<file path="src/rtl/oled_ctrl_i2c.sv">
// oled_ctrl_i2c: I2C master that streams a ROM command table or a solid/interlaced
// fill pattern to an SSD1306-class OLED, one 3-byte write transaction per byte.
module oled_ctrl_i2c #(
    parameter logic [6:0] OLED_CHIP_ADDR = 7'h3C,
    parameter int         CONFIG_LEN     = 32,
    parameter int         SCL_QUARTER    = 32,
    parameter int         FILL_BYTES     = 1024
) (
    input  logic       clk,
    input  logic       reset,
    input  logic       scl_in,
    input  logic       sda_in,
    output logic       sda_out,
    output logic       sda_oen,
    output logic       scl_out,
    output logic       scl_oen,
    output logic       busy,
    output logic       done,
    output logic       config_reg_read_en,
    output logic [4:0] config_reg_addr,
    input  logic [7:0] config_reg_data,
    input  logic       init,
    input  logic       all_black_disp,
    input  logic       all_white_disp,
    input  logic       interlace_disp
);
    typedef enum logic [3:0] {IDLE, ROM_RD, ROM_WAIT, START, TX_BYTE, ACK, STOP, GAP, NEXT} state_t;
    localparam int CW = $clog2(SCL_QUARTER + 1);
    state_t state_q, state_d;
    logic [CW-1:0] cnt_q, cnt_d;
    logic [1:0] ph_q, ph_d, byte_q, byte_d;
    logic [2:0] bit_q, bit_d;
    logic [7:0] sh_q, sh_d, pat_q, pat_d;
    logic [15:0] idx_q, idx_d, total;
    logic [4:0] addr_q, addr_d;
    logic cfg_q, cfg_d, nack_q, nack_d, rd_q, rd_d;
    logic sda_oen_q, sda_oen_d, scl_oen_q, scl_oen_d, busy_q, busy_d, done_q, done_d;
    logic stall, tick;
    // A released SCL still read low means the slave is stretching; freeze the phase timer.
    assign stall = scl_oen_q && !scl_in;
    assign tick  = !stall && cnt_q == CW'(SCL_QUARTER - 1);
    assign total = cfg_q ? 16'(CONFIG_LEN) : 16'(FILL_BYTES);
    always_comb begin
        state_d = state_q;
        byte_d  = byte_q;
        bit_d   = bit_q;
        sh_d    = sh_q;
        pat_d   = pat_q;
        idx_d   = idx_q;
        cfg_d   = cfg_q;
        nack_d  = nack_q;
        done_d  = 1'b0;
        cnt_d   = '0;
        ph_d    = '0;
        if (state_q inside {START, TX_BYTE, ACK, STOP, GAP}) begin
            cnt_d = tick ? '0 : stall ? cnt_q : cnt_q + 1'b1;
            ph_d  = tick ? ph_q + 1'b1 : ph_q;
        end
        case (state_q)
            IDLE: if (init || all_black_disp || all_white_disp || interlace_disp) begin
                cfg_d   = init;
                idx_d   = '0;
                nack_d  = 1'b0;
                pat_d   = all_black_disp ? 8'h00 : all_white_disp ? 8'hFF : 8'h55;
                state_d = init ? ROM_RD : START;
            end
            ROM_RD: state_d = ROM_WAIT;
            ROM_WAIT: begin
                pat_d   = config_reg_data;
                state_d = START;
            end
            START: if (tick && ph_q == 2'd2) begin
                state_d = TX_BYTE;
                ph_d    = '0;
                byte_d  = '0;
                bit_d   = '0;
                sh_d    = {OLED_CHIP_ADDR, 1'b0};
            end
            TX_BYTE: if (tick && ph_q == 2'd3) begin
                bit_d   = bit_q + 1'b1;
                sh_d    = {sh_q[6:0], 1'b0};
                state_d = bit_q == 3'd7 ? ACK : TX_BYTE;
            end
            ACK: begin
                if (tick && ph_q == 2'd2) nack_d = sda_in;
                if (tick && ph_q == 2'd3) begin
                    state_d = (nack_q || byte_q == 2'd2) ? STOP : TX_BYTE;
                    byte_d  = byte_q + 1'b1;
                    sh_d    = byte_q == 2'd0 ? (cfg_q ? 8'h00 : 8'h40) : pat_q;
                end
            end
            STOP: if (tick && ph_q == 2'd2) begin
                state_d = nack_q ? IDLE : GAP;
                ph_d    = '0;
            end
            GAP: if (tick && ph_q == 2'd3) state_d = NEXT;
            NEXT: begin
                idx_d   = idx_q + 1'b1;
                done_d  = idx_q == total - 16'd1;
                state_d = done_d ? IDLE : cfg_q ? ROM_RD : START;
            end
            default: state_d = IDLE;
        endcase
        rd_d      = state_d == ROM_RD;
        addr_d    = state_d == ROM_RD ? idx_d[4:0] : addr_q;
        busy_d    = state_d != IDLE || done_d;
        sda_oen_d = state_d == TX_BYTE ? sh_d[7] : state_d == START ? ph_d == 2'd0 :
                    state_d == STOP ? ph_d == 2'd2 : 1'b1;
        scl_oen_d = state_d inside {TX_BYTE, ACK} ? ph_d inside {2'd1, 2'd2} :
                    state_d == START ? ph_d != 2'd2 : state_d == STOP ? ph_d != 2'd0 : 1'b1;
    end
    always_ff @(posedge clk or posedge reset) begin
        if (reset) begin
            state_q   <= IDLE;
            cnt_q     <= '0;
            ph_q      <= '0;
            byte_q    <= '0;
            bit_q     <= '0;
            sh_q      <= '0;
            pat_q     <= '0;
            idx_q     <= '0;
            addr_q    <= '0;
            cfg_q     <= 1'b0;
            nack_q    <= 1'b0;
            rd_q      <= 1'b0;
            sda_oen_q <= 1'b1;
            scl_oen_q <= 1'b1;
            busy_q    <= 1'b0;
            done_q    <= 1'b0;
        end else begin
            state_q   <= state_d;
            cnt_q     <= cnt_d;
            ph_q      <= ph_d;
            byte_q    <= byte_d;
            bit_q     <= bit_d;
            sh_q      <= sh_d;
            pat_q     <= pat_d;
            idx_q     <= idx_d;
            addr_q    <= addr_d;
            cfg_q     <= cfg_d;
            nack_q    <= nack_d;
            rd_q      <= rd_d;
            sda_oen_q <= sda_oen_d;
            scl_oen_q <= scl_oen_d;
            busy_q    <= busy_d;
            done_q    <= done_d;
        end
    end
    assign sda_out            = 1'b0;
    assign scl_out            = 1'b0;
    assign sda_oen            = sda_oen_q;
    assign scl_oen            = scl_oen_q;
    assign busy               = busy_q;
    assign done               = done_q;
    assign config_reg_read_en = rd_q;
    assign config_reg_addr    = addr_q;
endmodule

</file>
<file path="config.mk">
export PLATFORM = sky130hd
export DESIGN_NAME = oled_ctrl_i2c
export DESIGN_NICKNAME = d
export VERILOG_FILES = /design/src/rtl/oled_ctrl_i2c.sv
export SDC_FILE = /design/constraint.sdc
export NUM_CORES = 1
export LEC_CHECK = 0
export BUFFER_PORTS_ARGS = -buffer_cell sky130_fd_sc_hd__buf_2
export CORE_ASPECT_RATIO = 0.5
export CORE_MARGIN = 8
export CORE_UTILIZATION = 35
export CTS_BUF_LIST = sky130_fd_sc_hd__clkbuf_8
export CTS_CLUSTER_SIZE = 28
export DETAILED_ROUTE_END_ITERATION = 12
export GPL_TIMING_DRIVEN = 0
export HOLD_SLACK_MARGIN = 0.1
export PLACE_DENSITY = 0.6
export SLEW_MARGIN = 20
export SYNTH_ARGS = -nofsm -noshare
export SYNTH_HDL_FRONTEND = slang
export SYNTH_SLANG_ARGS = --single-unit
</file>
<file path="constraint.sdc">
create_clock -name clk -period 4.4 [get_ports clk]
set_clock_uncertainty 0.2 [all_clocks]
set_input_delay 0.44 -clock clk [delete_from_list [all_inputs] [get_ports clk]]
set_output_delay 0.44 -clock clk [all_outputs]
set_load 0.005 [all_outputs]
</file>
Yosys cells after proc, flatten, opt, wreduce, memory -nomap -nowiden
Cells that the tools add are included.
{ "word_totals": {"register_bits": 61, "word_cells": 134, "inputBits": 16, "out_inout_bits": 12} }
{ "classes": {"add_sub_neg": 6, "n_eq_ne": 28, "reduce_logical": 33, "n_mux": 49} }
{ "op_table": {"columns": ["operator", "n"], "rows": [
  ["8-bit 2-to-1 mux", 7],
  ["4-bit one-hot mux with 9 select lines", 1],
  ["16-bit one-hot mux with 2 select lines", 1],
  ["4-bit by 3-bit == test with 1-bit output, second input constant", 7],
  ["4-bit 2-to-1 mux", 6],
  ["8-bit one-hot mux with 3 select lines", 1],
  ["2-bit 2-to-1 mux", 10],
  ["6-bit 2-to-1 mux", 3],
  ["16-bit by 1-bit adder with 16-bit output, second input constant", 1],
  ["16-bit == test", 1],
  ["16-bit 2-to-1 mux", 1],
  ["8-bit one-hot mux with 2 select lines", 1],
  ["2-bit nonzero test", 8],
  ["4-bit by 2-bit == test with 1-bit output, second input constant", 3],
  ["11-bit by 1-bit subtractor with 12-bit output, second input constant", 1],
  ["11-bit 2-to-1 mux", 1],
  ["1-bit 2-to-1 mux", 10],
  ["3-bit 2-to-1 mux", 3],
  ["3-bit AND reduction", 3],
  ["2-bit == test, second input constant", 4],
  ["4-bit by 1-bit == test with 1-bit output, second input constant", 2],
  ["2-bit by 1-bit inequality test with 1-bit output, second input constant", 4],
  ["7-bit 2-to-1 mux", 1],
  ["6-bit by 1-bit adder with 6-bit output, second input constant", 1],
  ["other kinds (22)", 35]
]} }

Longest topological paths before layout
{ "logic_depth": {"ltp_word": 12, "depth_mapped": 11, "mapped_depth_nobuf": 11} }

Least setup slack after synthesis
No wires, ideal clock.
{ "synth_timing": {"kind": "input port to flip-flop", "startpoint": "in init", "endpoint": "reg addr_q[0] (netlist: config_reg_addr[0])", "arrival_time_ps": 2299, "path_slack_ps": 1777, "n_path_buf": 2, "required_time_ps": 4075, "cell_stages": 8, "setup_ps": 125, "cell_sequence": "or4_1 > and3_1 > buf_2 > a2111oi_0 > nand4bb_1 > buf_2 > nand3_4 > mux2_2"} }
{ "synth_between": {"elab_chain_cells": 6, "elab_cells_between_ends": 9, "cone_classes": "1 x eq/ne; 5 x mux; 3 x reduce/logical"} }
{ "synth_lines": {"columns": ["item", "line_no", "text"], "rows": [
  ["start, declared", "22", "input logic init,"],
  ["1-bit logical OR (3 in series)", "60", "IDLE: if (init || all_black_disp || all_white_disp || interlace_disp) begin"],
  ["4-bit 2-to-1 mux", "60", null],
  ["4-bit one-hot mux with 9 select lines", "59", "case (state_q)"],
  ["named net state_d[0]", "29", "state_t state_q, state_d;"],
  ["4-bit by 1-bit == test with 1-bit output", "105", "addr_d = state_d == ROM_RD ? idx_d[4:0] : addr_q;"],
  ["end signal, assigned", "139", "addr_q <= addr_d;"],
  ["end, declared", "35", "logic [4:0] addr_q, addr_d;"]
]} }
The timed path passes the listed nets, and every way through them passes these cells. The select of a mux whose other input is x is not followed.
A chain may end at the register's enable or synchronous reset.

Final worst setup path
{ "layout_timing": {"startpoint": "in init", "endpoint": "reg addr_q[3] (netlist: config_reg_addr[3])"} }
The elaborated chain is that of the path after synthesis.

==> flow_summary.json <==
{
  "numCtsBuffers": 9,
  "muxShareOfSynthArea_pct": 3.125,
  "ys_types": 58,
  "grt_max_degree": 40,
  "p_int_uw": 1116,
  "p_clk_share_pct": 31.4,
  "gp_congestion": 0.8018,
  "detail_route.wl_per_cell_um": 14.67,
  "final_cell_mix": "dfrtp_1, nand2_1, nor2_1, o21ai_0, buf_2",
  "drt-total-wl_mm": 7.380,
  "pre_cts_ws_ns": 1.406,
  "p_switching_uw": 528.3,
  "synth_compound_area_share_pct": 15.12,
  "async_flop_share_pct": 100.0,
  "p_comb_share_pct": 25.9,
  "ant_nets": 0,
  "finalNonFillerCells": 503,
  "crit_fanout": 10,
  "final_common_cell": "dfrtp_1",
  "clkTransAtPathRegs_ns": 0.06,
  "cts-htree-levels": 3,
  "hp-class": "in -> reg",
  "criticalPathCategory": "in -> reg",
  "grt_pass1_wl_mm": 12.58,
  "fin_setup_tns_ns": 0,
  "coreArea_um2": 8859,
  "critical_path_required_ns": 4.43,
  "dp_hpwl_mm": 5.353,
  "fin_ws_ns": 1.186,
  "synth_top_family_by_area": "simple AND/OR/NAND/NOR gates",
  "cp_slowest_cell": "or4_1",
  "antennaDiodeCount": 0,
  "fin_crit_sh_pct": 73.04,
  "synth_edf_count": 0,
  "yosys_warnings": 0,
  "crit_chain": "dlygate4sd3_1 > buf_2 > or4_1 > and3_1 > buf_2 > a2111oi_0 > nand4bb_1 > buf_2 > nand3_4 > mux2_2",
  "endpoint_kind": "flip-flop",
  "p_sw_share_pct": 32.14,
  "slew_headroom_pct": 33.92,
  "synthAdderAreaFrac_pct": 3.858,
  "irDropWorstVdd_v": 0.0001944,
  "synth_xor_area_share_pct": 4.051,
  "crit_top_cell": "buf_2",
  "seq_power_share_pct": 42.7,
  "p_leak_uw": 0.001693,
  "routed_via_density": 5.183,
  "initial_utilization_pct": 36.61,
  "ys.flop_type": "dfrtp_1",
  "post-cts-setup-buffers": 0,
  "hold_ws_ns": 0.1073,
  "cellPowerDensity_nw_per_um2": 429.5,
  "arrival_ns": 3.25,
  "tritoncts": "done",
  "crit_buf_inv": 4,
  "setup_violations": 0,
  "rows": 24,
  "drv_slew": 0,
  "synth_top_area_share_pct": 45.52,
  "cts_buffer_depth": 2,
  "cpPeakStageDelay_ns": 0.65,
  "rsz0062_at_grt": "no",
  "netlist_top_cells_area": "dfrtp_1, o21ai_0, nand2_1",
  "cts-root-buf": "clkbuf_8",
  "worst_slew_pin_slew_ns": 0.9821,
  "synth_seq_area_share_pct": 47.15,
  "cp-start-kind": "primary input",
  "drc": 0,
  "place_inst": 480,
  "die_x_um": 152.1,
  "portBuffers": 25,
  "vias": 2607,
  "run_status": "complete, no violations",
  "grt_pass1_vias": 2570,
  "power.total_uw": 1644,
  "grt-ovfl-total": 0,
  "antenna_found_initial": 0,
  "maxCapViolCount": 0,
  "grtUsageTotal_pct": 12.10,
  "hold_viol": 0,
  "area_delta_synth_final_pct": 18.02,
  "die_h_um": 84.07,
  "cp_top_family": "simple AND/OR/NAND/NOR gates",
  "cts_num_sinks": 61,
  "nets": 407,
  "synthSimpleGateAreaFrac_pct": 23.03,
  "drt-initial-drc-count": 139,
  "synth-seq-cells": 61,
  "layout_min_cycle_time_ns": 3.214,
  "fmax_ghz": 0.3112,
  "firstDrtPassIters": 4,
  "ioPinCount": 28,
  "dieArea_um2": 12790,
  "netlist_area_um2": 3243,
  "syn_avg_cell_area_um2": 9.652,
  "postSynthCellCount": 336,
  "clk_latency_ns": 0.35,
  "synth.largest_area_cell": "dfrtp_1",
  "final_layout_size_suffix_gt1_share_pct": 17.36
}
[repair_timing]
action                    CTS  global route
hold endpoints to repair   26             0
hold buffers                7             0
gates resized for setup     0             0
[worst paths after layout]
path	from	to	slack, ns	depth (start not counted)
max	init	config_reg_addr[3]	1.19	10
min	config_reg_data[6]	pat_q[6]	0.11	3
max reg2reg	state_q[0]	config_reg_addr[4]	1.48	8
min reg2reg	sh_q[1]	sh_q[1]	0.29	2
max in group asynchronous	reset	cnt_q[5]	3.10	4
min in group asynchronous	reset	config_reg_addr[0]	0.40	3
[layer usage]
metal | vias to the layer above | track usage, % | share of wire, %
li1 | 1305 | - | -
met1 | 1246 | 15.41 | 49
met2 | 46 | 18.75 | 46
met3 | 10 | 3.771 | 3.7
met4 | 0 | 4.860 | 1.5
met5 | - | 0 | 0
[sequential cells by signal, summed over array words and instances (netlist names), 2 cells and up]
signal	flops
state_q	4
sh_q	8
bit_q	3
byte_q	2
cnt_q	6
idx_q	16
config_reg_addr	5
pat_q	8
ph_q	2
[synth_stat cells (all sizes together), types with 3 or more instances]
library cell,n
a21oi,17
nor2b,3
o21ai,32
nand4bb,3
mux2,6
xnor2,5
nand2b,3
xor2,10
inv,11
nor4,3
nand4,5
a22o,4
or3,3
a211oi,5
nor3,8
mux2i,3
dfrtp,59
clkbuf,10
ha,10
or4,4
nand2,36
and3,6
a22oi,8
buf,6
nor2,32
and2,4
nand3,11
nor4b,4
[kinds of logic (layout without fill, tap and decap cells)]
kind of cell / after synthesis / count (layout)
other cells: 1 / 2
mux: 9 / 9
fa+ha+maj: 10 / 10
simple gates: 134 / 134
xor+xnor: 15 / 15
buf+inv: 27 / 76
compound gates: 79 / 79
flops: 61 / 61
[cell type report]
cell class | instances | area [um2]
Tap cell | 117 | 146.4
Multi-Input combinational cell | 249 | 1609
Fill cell | 850 | 5031
Inverter | 11 | 43.79
Clock inverter | 4 | 45.04
Clock buffer | 12 | 165.2
Buffer | 16 | 73.82
Timing Repair Buffer | 33 | 215.2
Sequential cell | 61 | 1529
[through the flow]
stage | util (%) | area (um2)
2_1_floorplan | - | 3247
3_3_place_gp | 39.72 | 3518
3_5_place_dp | 40.04 | 3547
4_1_cts | 43.21 | 3827
5_1_grt | 43.21 | 3827
6_report | 43.21 | 3827
[power groups by stage]
stage / Clock (uW) / Combinational, uW / Sequential, uW
global placement: 0 / 416 / 710
CTS: 534 / 429 / 702
floorplan: 0 / 314 / 695
detailed placement: 0 / 425 / 711
finish: 516 / 426 / 702
global route: 561 / 482 / 713
[worst reg2reg max path: cells and delay by family, from the launching register on]
| kind | cells | cell delay (ns) |
|---|---|---|
| AND/OR/NAND/NOR | 4 | 1.25 |
| multiplexers | 2 | 0.48 |
| buffers and inverters | 2 | 0.45 |
| flip-flops | 1 | 0.43 |
Note: power is estimated with default switching activity, not from simulation.
